`src/rtl/param_sync_fifo.sv`:
```
// param_sync_fifo: parametrised single-clock FIFO with occupancy count,
// programmable almost-full/almost-empty margins and registered handshake pulses.
// Build option: define FIFO_FWFT_EN for first-word fall-through read data;
// leave it undefined for registered read data.
// Parameter constraints: FIFO_WIDTH >= 1, FIFO_DEPTH >= 2,
// 1 <= AF_MARGIN < FIFO_DEPTH, 1 <= AE_MARGIN < FIFO_DEPTH.
module param_sync_fifo #(
    parameter int unsigned FIFO_WIDTH = 16,
    parameter int unsigned FIFO_DEPTH = 8,
    parameter int unsigned AF_MARGIN  = 1,
    parameter int unsigned AE_MARGIN  = 1
) (
    input  logic                              clk,
    input  logic                              rst,
    input  logic [FIFO_WIDTH-1:0]             data_in,
    input  logic                              wr_en,
    input  logic                              rd_en,
    output logic [FIFO_WIDTH-1:0]             data_out,
    output logic [$clog2(FIFO_DEPTH+1)-1:0]   count,
    output logic                              full,
    output logic                              empty,
    output logic                              almostfull,
    output logic                              almostempty,
    output logic                              wr_ack,
    output logic                              overflow,
    output logic                              underflow
);

    localparam int unsigned PTR_W = $clog2(FIFO_DEPTH);
    localparam int unsigned CNT_W = $clog2(FIFO_DEPTH + 1);

    localparam logic [PTR_W-1:0] PTR_LAST = PTR_W'(FIFO_DEPTH - 1);
    localparam logic [CNT_W-1:0] CNT_FULL = CNT_W'(FIFO_DEPTH);
    localparam logic [CNT_W-1:0] CNT_AF   = CNT_W'(FIFO_DEPTH - AF_MARGIN);
    localparam logic [CNT_W-1:0] CNT_AE   = CNT_W'(AE_MARGIN);

    logic [FIFO_WIDTH-1:0] r_mem [FIFO_DEPTH];
    logic [PTR_W-1:0]      r_wr_ptr;
    logic [PTR_W-1:0]      r_rd_ptr;
    logic [CNT_W-1:0]      r_count;
    logic                  r_wr_ack;
    logic                  r_overflow;
    logic                  r_underflow;

    logic                  w_full;
    logic                  w_empty;
    logic                  w_wr_acc;
    logic                  w_rd_acc;
    logic [PTR_W-1:0]      w_wr_ptr_nxt;
    logic [PTR_W-1:0]      w_rd_ptr_nxt;

    // Status flags, acceptance and explicitly wrapping pointer increments
    always_comb begin
        w_full       = (r_count == CNT_FULL);
        w_empty      = (r_count == '0);
        w_wr_acc     = wr_en && !w_full;
        w_rd_acc     = rd_en && !w_empty;
        w_wr_ptr_nxt = (r_wr_ptr == PTR_LAST) ? '0 : r_wr_ptr + PTR_W'(1);
        w_rd_ptr_nxt = (r_rd_ptr == PTR_LAST) ? '0 : r_rd_ptr + PTR_W'(1);
    end

    // Storage write; contents survive reset, but nothing is written while in reset
    always_ff @(posedge clk) begin
        if (!rst && w_wr_acc) begin
            r_mem[r_wr_ptr] <= data_in;
        end
    end

    // Pointers, occupancy and one-cycle handshake pulses
    always_ff @(posedge clk) begin
        if (rst) begin
            r_wr_ptr    <= '0;
            r_rd_ptr    <= '0;
            r_count     <= '0;
            r_wr_ack    <= 1'b0;
            r_overflow  <= 1'b0;
            r_underflow <= 1'b0;
        end else begin
            if (w_wr_acc) begin
                r_wr_ptr <= w_wr_ptr_nxt;
            end
            if (w_rd_acc) begin
                r_rd_ptr <= w_rd_ptr_nxt;
            end
            unique case ({w_wr_acc, w_rd_acc})
                2'b10:   r_count <= r_count + CNT_W'(1);
                2'b01:   r_count <= r_count - CNT_W'(1);
                default: r_count <= r_count;
            endcase
            r_wr_ack    <= w_wr_acc;
            r_overflow  <= wr_en && w_full;
            r_underflow <= rd_en && w_empty;
        end
    end

`ifdef FIFO_FWFT_EN
    // Oldest word is presented directly from storage; meaningless while empty
    always_comb begin
        data_out = r_mem[r_rd_ptr];
    end
`else
    logic [FIFO_WIDTH-1:0] r_data_out;

    // Registered read data: loads only on an accepted read, holds otherwise
    always_ff @(posedge clk) begin
        if (rst) begin
            r_data_out <= '0;
        end else if (w_rd_acc) begin
            r_data_out <= r_mem[r_rd_ptr];
        end
    end

    // Drive the registered read data out
    always_comb begin
        data_out = r_data_out;
    end
`endif

    // Outputs are all derived from registered state
    always_comb begin
        count       = r_count;
        full        = w_full;
        empty       = w_empty;
        almostfull  = (r_count >= CNT_AF) && !w_full;
        almostempty = (r_count <= CNT_AE) && !w_empty;
        wr_ack      = r_wr_ack;
        overflow    = r_overflow;
        underflow   = r_underflow;
    end

endmodule

```
`config.mk`:
```
export PLATFORM = sky130hd
export DESIGN_NAME = param_sync_fifo
export DESIGN_NICKNAME = d
export VERILOG_FILES = /design/src/rtl/param_sync_fifo.sv
export SDC_FILE = /design/constraint.sdc
export NUM_CORES = 1
export LEC_CHECK = 0
export CORE_MARGIN = 5
export CORE_UTILIZATION = 56
export CTS_BUF_LIST = sky130_fd_sc_hd__clkbuf_4 sky130_fd_sc_hd__clkbuf_8
export CTS_CLUSTER_DIAMETER = 150
export DETAILED_ROUTE_END_ITERATION = 7
export GPL_ROUTABILITY_DRIVEN = 0
export PLACE_DENSITY = 0.76
export SYNTH_ARGS = -nofsm -noshare
export SYNTH_HDL_FRONTEND = slang
export SYNTH_SLANG_ARGS = --single-unit
export TNS_END_PERCENT = 20
```
`constraint.sdc`:
```
create_clock -name clk -period 5.4 [get_ports clk]
set_input_delay 0.81 -clock clk [delete_from_list [all_inputs] [get_ports clk]]
set_output_delay 0.81 -clock clk [all_outputs]
set_load 0.005 [all_outputs]
```
==> impl_metrics.env, run 1 <==
export IMPL_portBuffers=46
export IMPL_synth_top_cell_area_share_pct=61.9
export IMPL_netlist_top_cells_count="edfxtp_1, mux2i_1, dfxtp_1"
export IMPL_gr_usage_all_layers_pct=19.2
export IMPL_drtAntennaViolNets=0
export IMPL_clkLatencyLatePin_ps=430
export IMPL_grt_pass1_wl_um=18900
export IMPL_cts_setup_buffers=0
export IMPL_syn_nets=411
export IMPL_htree_levels=4
export IMPL_min_period_ps=3000
export IMPL_path_clk_slew_ps=80
export IMPL_ys_warn_count=0
export IMPL_netlist_area_um2=6210
export IMPL_viasPerCell=5.78
export IMPL_p_per_area_nw_per_um2=398
export IMPL_grt_max_degree=46
export IMPL_cts_resized=0
export IMPL_finalCritPeriodShare_pct=55.5
export IMPL_nets=467
export IMPL_outcome="finished, final reports clean"
export IMPL_fp_row_count=38
export IMPL_grt_pass1_vias=3533
export IMPL_slew_violations=0
export IMPL_synth_ff_type="edfxtp_1"
export IMPL_antenna_cells=0
export IMPL_hpwlAfterDp_um=7220
export IMPL_dieArea_um2=13300
export IMPL_whs_ps=476
export IMPL_setup_viol=0
export IMPL_peakVddDrop_uv=273
export IMPL_fmax_mhz=333
export IMPL_cts_root_buffer="clkbuf_8"
export IMPL_p_total_uw=2860
export IMPL_end_kind="output pin"
export IMPL_slowest_delay_ps=500
export IMPL_worst_pin_slew_ps=936
export IMPL_syn_inst=383
export IMPL_overflow=0
export IMPL_synth_most_common_cell="edfxtp_1"
export IMPL_setup_tns_final_ps=0
export IMPL_seq_area_frac_synth_pct=71.2
export IMPL_initial_core_util_pct=57.3
export IMPL_p_leak_uw=0.00231
export IMPL_drc=0
export IMPL_synthDistinctLibCells=39
export IMPL_synth_edf_count=128
export IMPL_core_um2=10800
export IMPL_io_pins=47
export IMPL_vias=3416
export IMPL_synth_area_leader_cell="edfxtp_1"
export IMPL_worstPathCellList="inv_1, ha_1, or3b_4, inv_2, clkdlybuf4s50_1"
export IMPL_drt_pass1_iter_count=5
export IMPL_antenna_found_initial=0
export IMPL_wl_um=11900
export IMPL_cp_required_ps=4590
export IMPL_avgSynthCellArea_um2=16.2
export IMPL_cts_sinks=157
export IMPL_critPathTopFamily="buffers and inverters"
export IMPL_fin_ws_ps=2400
export IMPL_stdcell_count=591
export IMPL_rsz0062_at_grt="no"
export IMPL_dp_cells=560
export IMPL_drv_cap=0
export IMPL_cp_data_arrival_time_ps=2190
export IMPL_cts_buffers_inserted=17
export IMPL_clockBufferDepth=2
export IMPL_path_buf_inv=3
export IMPL_areaGrowthSynthToFinish_pct=15.7
export IMPL_fp_dieH_um=115
export IMPL_drt_iter0_drc=313
export IMPL_synth_async_reset_ratio_pct=0
export IMPL_start_kind="flip-flop"
export IMPL_wl_per_cell_um=20.2
export IMPL_cp_slowest_cell="clkdlybuf4s50_1"
export IMPL_cts_hold_buf=0
export IMPL_cts_tree="built"
export IMPL_hold_violations=0
export IMPL_drive_above_1_share_pct=14.4
export IMPL_synthTopCellsByArea="edfxtp_1, dfxtp_1, mux2i_1"
export IMPL_clock_skew_ps=11.9
export IMPL_hold_path_class="reg2reg"
export IMPL_die_x_um=115
export IMPL_ys_seq_elements=157
export IMPL_slew_headroom_pct=37.5
export IMPL_post_place_ws_ps=2390
export IMPL_path_class="reg2out"
export IMPL_crit_fanout=5
## placed cells by master (no fill, tap or decap), drive strengths merged, types with 3 or more instances in the layout
master,Yosys,layout
edfxtp,128,128
mux2i,49,49
clkdlybuf4s50,0,46
dfxtp,29,29
clkbuf,4,18
nor2b,17,17
a211oi,17,17
a32o,16,16
a31oi,15,15
a22oi,15,15
nor2,15,15
a21oi,12,12
buf,17,12
nand2,11,11
ha,8,8
clkinv,0,7
inv,6,7
nand2b,5,5
or3,4,4
clkinvlp,0,3
## flip-flops by register name, summed over array words and instances (netlist names)
register	cells
r_mem	128
data_out	16
count	4
r_rd_ptr	3
r_wr_ptr	3
overflow	1
underflow	1
wr_ack	1
## stage by stage
step	utilization, %	area [µm²]
after CTS	66.3	7180
after global placement	62.7	6800
final	66.3	7180
after floorplan	-	6210
after detailed placement	62.7	6800
after global routing	66.3	7180
## worst paths after layout
path | startpoint | end | slack [ps] | cells after the start
worst max-delay path | count[1]$_SDFFE_PP0P_ | empty | 2400 | 5
worst min-delay path | data_out[2]$_SDFFE_PP0N_ | data_out[2]$_SDFFE_PP0N_ | 480 | 1
worst max register to register | count[0]$_SDFFE_PP0P_ | count[3]$_SDFFE_PP0P_ | 2950 | 10
worst min register to register | data_out[2]$_SDFFE_PP0N_ | data_out[2]$_SDFFE_PP0N_ | 480 | 1
## where the power goes
group / internal, µW / leakage (µW) / switching, µW / total (µW)
Sequential: 1380 / 0.00139 / 95.3 / 1470
Clock: 415 / 0.000188 / 408 / 823
Combinational: 289 / 0.000729 / 271 / 559
## cell families after synthesis
logic type,count (synthesis),synth area share (%)
flip-flops,157,71.2
AO/OA/AOI/OAI,76,9.81
AND/OR/NAND/NOR,63,6.21
multiplexers,49,7.90
buffers and inverters,27,2.80
adder cells (fa/ha/maj),8,1.61
XOR/XNOR,3,0.423
## metal layers
layer	global-route usage, %	vias to the layer above	wire length (µm)
li1	-	1622	-
met2	31.4	81	6120
met5	0	-	0
met4	6.42	0	82
met3	5.21	11	559
met1	25.0	1702	5190
## final cells by class
type	count	area (µm²)
clock buffers	18	241
repair buffers	58	551
clock inverters	13	145
fillers	745	3660
multi-input cells	199	1620
well taps	140	175
flip-flops and latches	157	4430
inverters	6	25.0
(Power assumes the default switching activity.)
==> inputs of run 2 (changes only) <==
--- a/config.mk
+++ b/config.mk
@@ -6,7 +6,7 @@
 export NUM_CORES = 1
 export LEC_CHECK = 0
 export CORE_MARGIN = 5
-export CORE_UTILIZATION = 56
+export CORE_UTILIZATION = 54
 export CTS_BUF_LIST = sky130_fd_sc_hd__clkbuf_4 sky130_fd_sc_hd__clkbuf_8
 export CTS_CLUSTER_DIAMETER = 150
 export DETAILED_ROUTE_END_ITERATION = 7
==> constraint.sdc (replaced) <==
create_clock -name clk -period 2.7 [get_ports clk]
set_input_delay 0.405 -clock clk [delete_from_list [all_inputs] [get_ports clk]]
set_output_delay 0.405 -clock clk [all_outputs]
set_load 0.005 [all_outputs]
==> run 2 against run 1 <==
Critical path depth stayed put. Die area is 3.4% higher. Clock skew down 2.6 ps. Worst setup slack worse by 2200 ps. Critical path type unchanged. Highest routed layer unchanged. Total power increased by 100%. Via count increased by 2.3%. First-iteration DRC count grew 1.3%. Clock-buffer cell count shrank 1.
==> impl_metrics.env, run 2 (same netlist as run 1, synthesis figures left out) <==
export IMPL_portBuffers=46
export IMPL_hold_violations=0
export IMPL_htree_levels=4
export IMPL_power_share_sequential_pct=51.0
export IMPL_outcome="finished, final reports clean"
export IMPL_antenna_cells=0
export IMPL_p_per_area_nw_per_um2=800
export IMPL_clockBufferDepth=2
export IMPL_drt_iter0_drc=317
export IMPL_hpwlAfterDp_um=7260
export IMPL_die_x_um=117
export IMPL_drc=0
export IMPL_crit_fanout=5
export IMPL_cts_root_buffer="clkbuf_8"
export IMPL_gr_usage_all_layers_pct=18.5
export IMPL_slew_headroom_pct=38.5
export IMPL_cp_data_arrival_time_ps=2140
export IMPL_drv_cap=0
export IMPL_cts_sinks=157
export IMPL_fp_dieH_um=117
export IMPL_layout_commonest_cell="edfxtp_1"
export IMPL_clkLatencyLatePin_ps=440
export IMPL_clkPwrFrac_pct=30.0
export IMPL_drive_above_1_share_pct=16.1
export IMPL_vias=3493
export IMPL_wl_per_cell_um=19.6
export IMPL_worst_pin_slew_ps=922
export IMPL_end_kind="output pin"
export IMPL_cts_buffers_inserted=17
export IMPL_grt_max_degree=55
export IMPL_core_um2=11300
export IMPL_cts_tree="built"
export IMPL_layout_common_cells="edfxtp_1, mux2i_1, clkdlybuf4s50_1, dfxtp_1, buf_4"
export IMPL_start_kind="flip-flop"
export IMPL_areaGrowthSynthToFinish_pct=17.3
export IMPL_drt_pass1_iter_count=5
export IMPL_initial_core_util_pct=54.9
export IMPL_p_leak_uw=0.00237
export IMPL_fill_cells=803
export IMPL_setup_viol=0
export IMPL_min_period_ps=2540
export IMPL_dieArea_um2=13700
export IMPL_grt_pass1_wl_um=18700
export IMPL_cts_setup_buffers=0
export IMPL_nets=475
export IMPL_cts_hold_buf=0
export IMPL_p_total_uw=5830
export IMPL_slew_violations=0
export IMPL_largest_reg_flops=128
export IMPL_hold_path_class="reg2reg"
export IMPL_peakVddDrop_uv=451
export IMPL_final_core_util_pct=64.4
export IMPL_clock_skew_ps=9.30
export IMPL_min_path_cells=1
export IMPL_finalCritPeriodShare_pct=94.1
export IMPL_p_sw_share_pct=27.9
export IMPL_antenna_found_initial=0
export IMPL_p_int_uw=4200
export IMPL_largest_register="r_mem"
export IMPL_switchingPower_uw=1620
export IMPL_setup_tns_final_ps=0
export IMPL_path_class="reg2out"
export IMPL_fmax_mhz=394
export IMPL_io_pins=47
export IMPL_overflow=0
export IMPL_rsz0062_at_grt="no"
export IMPL_cp_required_ps=2300
export IMPL_viasPerCell=5.79
export IMPL_p_comb_share_pct=19.0
export IMPL_drtAntennaViolNets=0
export IMPL_grt_pass1_vias=3502
export IMPL_wl_um=11800
export IMPL_path_clk_slew_ps=90
export IMPL_rr_worst_depth=10
export IMPL_cts_resized=0
export IMPL_fp_row_count=39
## run 2: cell count changes in the layout (fill, tap and decap cells not counted)
cell        before  now
buf_4           12   19
inv_6            1    5
clkinv_2         2    0
clkinvlp_4       3    1
buf_12           0    1
clkbuf_4         1    0
clkinv_4         5    6
clkinv_8         0    1
## run 2: worst max-delay path, stage by stage (launching register included)
cell and delay [ps]:
dfxtp_1 360, inv_1 110, ha_1 240, or3b_4 430
inv_2 80, clkdlybuf4s50_1 490
## run 2: worst paths after layout
kind	start	to	slack, ps
setup / recovery	count[1]$_SDFFE_PP0P_	empty	160
hold / removal	data_out[4]$_SDFFE_PP0N_	data_out[4]$_SDFFE_PP0N_	470
setup reg to reg	count[0]$_SDFFE_PP0P_	count[3]$_SDFFE_PP0P_	290
hold reg to reg	data_out[4]$_SDFFE_PP0N_	data_out[4]$_SDFFE_PP0N_	470
## run 2: stage by stage
stage	cell area (µm²)	hold WS [ps]	setup slack, ps	std cells
3_3_place_gp	6870	454	370	571
4_1_cts	7290	478	131	603
5_1_grt	7290	506	72.5	603
3_5_place_dp	6870	457	292	571
2_1_floorplan	6210	466	222	383
6_report	7290	472	159	603
## run 2: layout make-up
type	instances	area, µm²	area share, %
Multi-Input combinational cell	199	1620	22.2
Tap cell	143	179	2.46
Clock inverter	15	180	2.47
Clock buffer	17	234	3.21
Inverter	6	25.0	0.343
Timing Repair Buffer	66	623	8.55
Sequential cell	157	4430	60.8
## run 2: metal layers
| layer | vias to the layer above | share of wire, % | GRT usage [%] |
|---|---|---|---|
| met5 | - | 0 | 0 |
| met4 | 0 | 1.4 | 6.50 |
| met3 | 11 | 5.6 | 3.96 |
| met2 | 104 | 50 | 30.6 |
| met1 | 1739 | 43 | 24.3 |
| li1 | 1639 | - | - |
## run 2: power groups by stage
stage	sequential [µW]	combinational (µW)	clock, µW
CTS	2970	1120	1780
finish	2970	1110	1750
global route	2990	1200	1890
floorplan	2890	817	0
global placement	3010	1080	0
detailed placement	3020	1120	0
==> inputs of run 3 (changes only) <==
--- a/config.mk
+++ b/config.mk
@@ -5,8 +5,10 @@
 export SDC_FILE = /design/constraint.sdc
 export NUM_CORES = 1
 export LEC_CHECK = 0
+export CELL_PAD_IN_SITES_DETAIL_PLACEMENT = 0
+export CELL_PAD_IN_SITES_GLOBAL_PLACEMENT = 1
 export CORE_MARGIN = 5
-export CORE_UTILIZATION = 54
+export CORE_UTILIZATION = 46
 export CTS_BUF_LIST = sky130_fd_sc_hd__clkbuf_4 sky130_fd_sc_hd__clkbuf_8
 export CTS_CLUSTER_DIAMETER = 150
 export DETAILED_ROUTE_END_ITERATION = 7
==> run 3 against run 2 <==
Clock power fell by 12%. Cell count rose by 6.0%. Clock-buffer cell count up 5. Fmax is 0.29% lower. Routed wire length increased by 4.2%. Critical path depth is the same. Die area increased by 16%. Non-clock buffer count increased by 3. Design area about the same. Largest cell class unchanged. Critical path type unchanged. Via count decreased by 0.63%. Global-route usage decreased by 2.0 points.
==> impl_metrics.env, run 3 (same netlist as run 1, synthesis figures left out) <==
export IMPL_post_place_ws_ps=298
export IMPL_vias=3471
export IMPL_busiest_layer="met2"
export IMPL_path_clk_slew_ps=70
export IMPL_cts_hold_buf=0
export IMPL_largest_register="r_mem"
export IMPL_slew_headroom_pct=37.2
export IMPL_layout_common_cells="edfxtp_1, mux2i_1, clkdlybuf4s50_1, dfxtp_1, buf_4"
export IMPL_cts_setup_buffers=0
export IMPL_viasPerCell=5.43
export IMPL_end_kind="output pin"
export IMPL_final_core_util_pct=55.0
export IMPL_drive_above_1_share_pct=15.6
export IMPL_power_share_sequential_pct=52.4
export IMPL_core_um2=13200
export IMPL_fp_row_count=42
export IMPL_finalCritPeriodShare_pct=94.4
export IMPL_antenna_cells=0
export IMPL_cts_buffers_inserted=17
export IMPL_cts_tree="built"
export IMPL_grt_use_met3_pct=4.57
export IMPL_p_int_uw=4120
export IMPL_crit_fanout=5
export IMPL_hold_path_class="reg2reg"
export IMPL_initial_core_util_pct=46.9
export IMPL_worst_pin_slew_ps=941
export IMPL_clock_skew_ps=10.9
export IMPL_cp_required_ps=2300
export IMPL_largest_reg_flops=128
export IMPL_switchingPower_uw=1510
export IMPL_grt_pass1_vias=3754
export IMPL_die_x_um=126
export IMPL_hold_violations=0
export IMPL_layout_commonest_cell="edfxtp_1"
export IMPL_drt_iter0_drc=218
export IMPL_cts_root_buffer="clkbuf_8"
export IMPL_p_comb_share_pct=20.2
export IMPL_wl_um=12300
export IMPL_fmax_mhz=392
export IMPL_grt_max_degree=45
export IMPL_fin_ws_ps=152
export IMPL_drv_cap=0
export IMPL_path_class="reg2out"
export IMPL_min_period_ps=2550
export IMPL_htree_levels=4
export IMPL_slew_violations=0
export IMPL_clkLatencyLatePin_ps=440
export IMPL_p_per_area_nw_per_um2=773
export IMPL_drtAntennaViolNets=0
export IMPL_overflow=0
export IMPL_wl_per_cell_um=19.3
export IMPL_areaGrowthSynthToFinish_pct=17.3
export IMPL_rsz0062_at_grt="no"
export IMPL_p_leak_uw=0.00235
export IMPL_gr_usage_all_layers_pct=16.5
export IMPL_hpwlAfterDp_um=7770
export IMPL_cts_sinks=157
export IMPL_cp_data_arrival_time_ps=2140
export IMPL_peakVddDrop_uv=413
export IMPL_antenna_found_initial=0
export IMPL_p_sw_share_pct=26.8
export IMPL_clkPwrFrac_pct=27.3
export IMPL_cts_resized=0
export IMPL_portBuffers=46
export IMPL_clockBufferDepth=2
export IMPL_setup_viol=0
export IMPL_fp_dieH_um=126
export IMPL_drc=0
export IMPL_drt_pass1_iter_count=4
export IMPL_io_pins=47
export IMPL_setup_tns_final_ps=0
export IMPL_nets=478
export IMPL_r2r_slack_ps=280
export IMPL_start_kind="flip-flop"
export IMPL_grt_pass1_wl_um=20100
export IMPL_met2_usage_pct=26.6
export IMPL_outcome="finished, final reports clean"
export IMPL_use_met1_pct=20.9
export IMPL_dieArea_um2=15900
[run 3: cell types whose count changed in the layout (fill, tap and decap cells not counted)]
cell | before | now
buf_4 | 19 | 22
bufinv_16 | 2 | 1
clkbuf_4 | 0 | 5
clkinv_1 | 0 | 5
clkinv_2 | 0 | 1
clkinv_4 | 6 | 0
clkinv_8 | 1 | 0
clkinvlp_4 | 1 | 3
inv_6 | 5 | 0
[run 3: cell type report]
| cell class | instances | area [µm²] |
|---|---|---|
| repair buffers | 69 | 646 |
| fillers | 1108 | 5960 |
| well taps | 176 | 220 |
| clock inverters | 10 | 76.3 |
| clock buffers | 22 | 272 |
| flip-flops and latches | 157 | 4430 |
| inverters | 6 | 25.0 |
| multi-input cells | 199 | 1620 |
[run 3: path summary, 6_finish.rpt]
kind / start / end / cells after the start
min: data_out[3]$_SDFFE_PP0N_ / data_out[3]$_SDFFE_PP0N_ / 1
max: count[1]$_SDFFE_PP0P_ / empty / 5
max reg2reg: count[0]$_SDFFE_PP0P_ / count[3]$_SDFFE_PP0P_ / 10
min reg2reg: data_out[3]$_SDFFE_PP0N_ / data_out[3]$_SDFFE_PP0N_ / 1
[run 3: per-stage QoR]
| step | cells | area, µm² | total power, µW | hold WS (ps) |
|---|---|---|---|---|
| 6_report | 639 | 7280 | 5630 | 473 |
| 5_1_grt | 639 | 7280 | 5920 | 506 |
| 4_1_cts | 639 | 7280 | 5700 | 474 |
| 3_5_place_dp | 607 | 6940 | 4160 | 457 |
| 3_3_place_gp | 607 | 6940 | 4130 | 460 |
| 2_1_floorplan | 383 | 6210 | 3700 | 466 |
[run 3: layer usage]
| metal | vias to the layer above | part of all wire [%] |
|---|---|---|
| met1 | 1754 | 45 |
| met5 | - | 0 |
| li1 | 1633 | - |
| met2 | 70 | 50 |
| met4 | 0 | 1.5 |
| met3 | 14 | 3.8 |
[run 3: power groups by stage]
stage	combinational [µW]	clock, µW	sequential (µW)
floorplan	817	0	2890
global placement	1130	0	3000
detailed placement	1150	0	3010
CTS	1160	1590	2950
global route	1240	1700	2980
finish	1140	1540	2950
[run 3: worst max-delay path, cell delays in order, from the launching register on]
cell             delay [ps]
dfxtp_1                 350
inv_1                   110
ha_1                    250
or3b_4                  440
inv_2                    80
clkdlybuf4s50_1         490
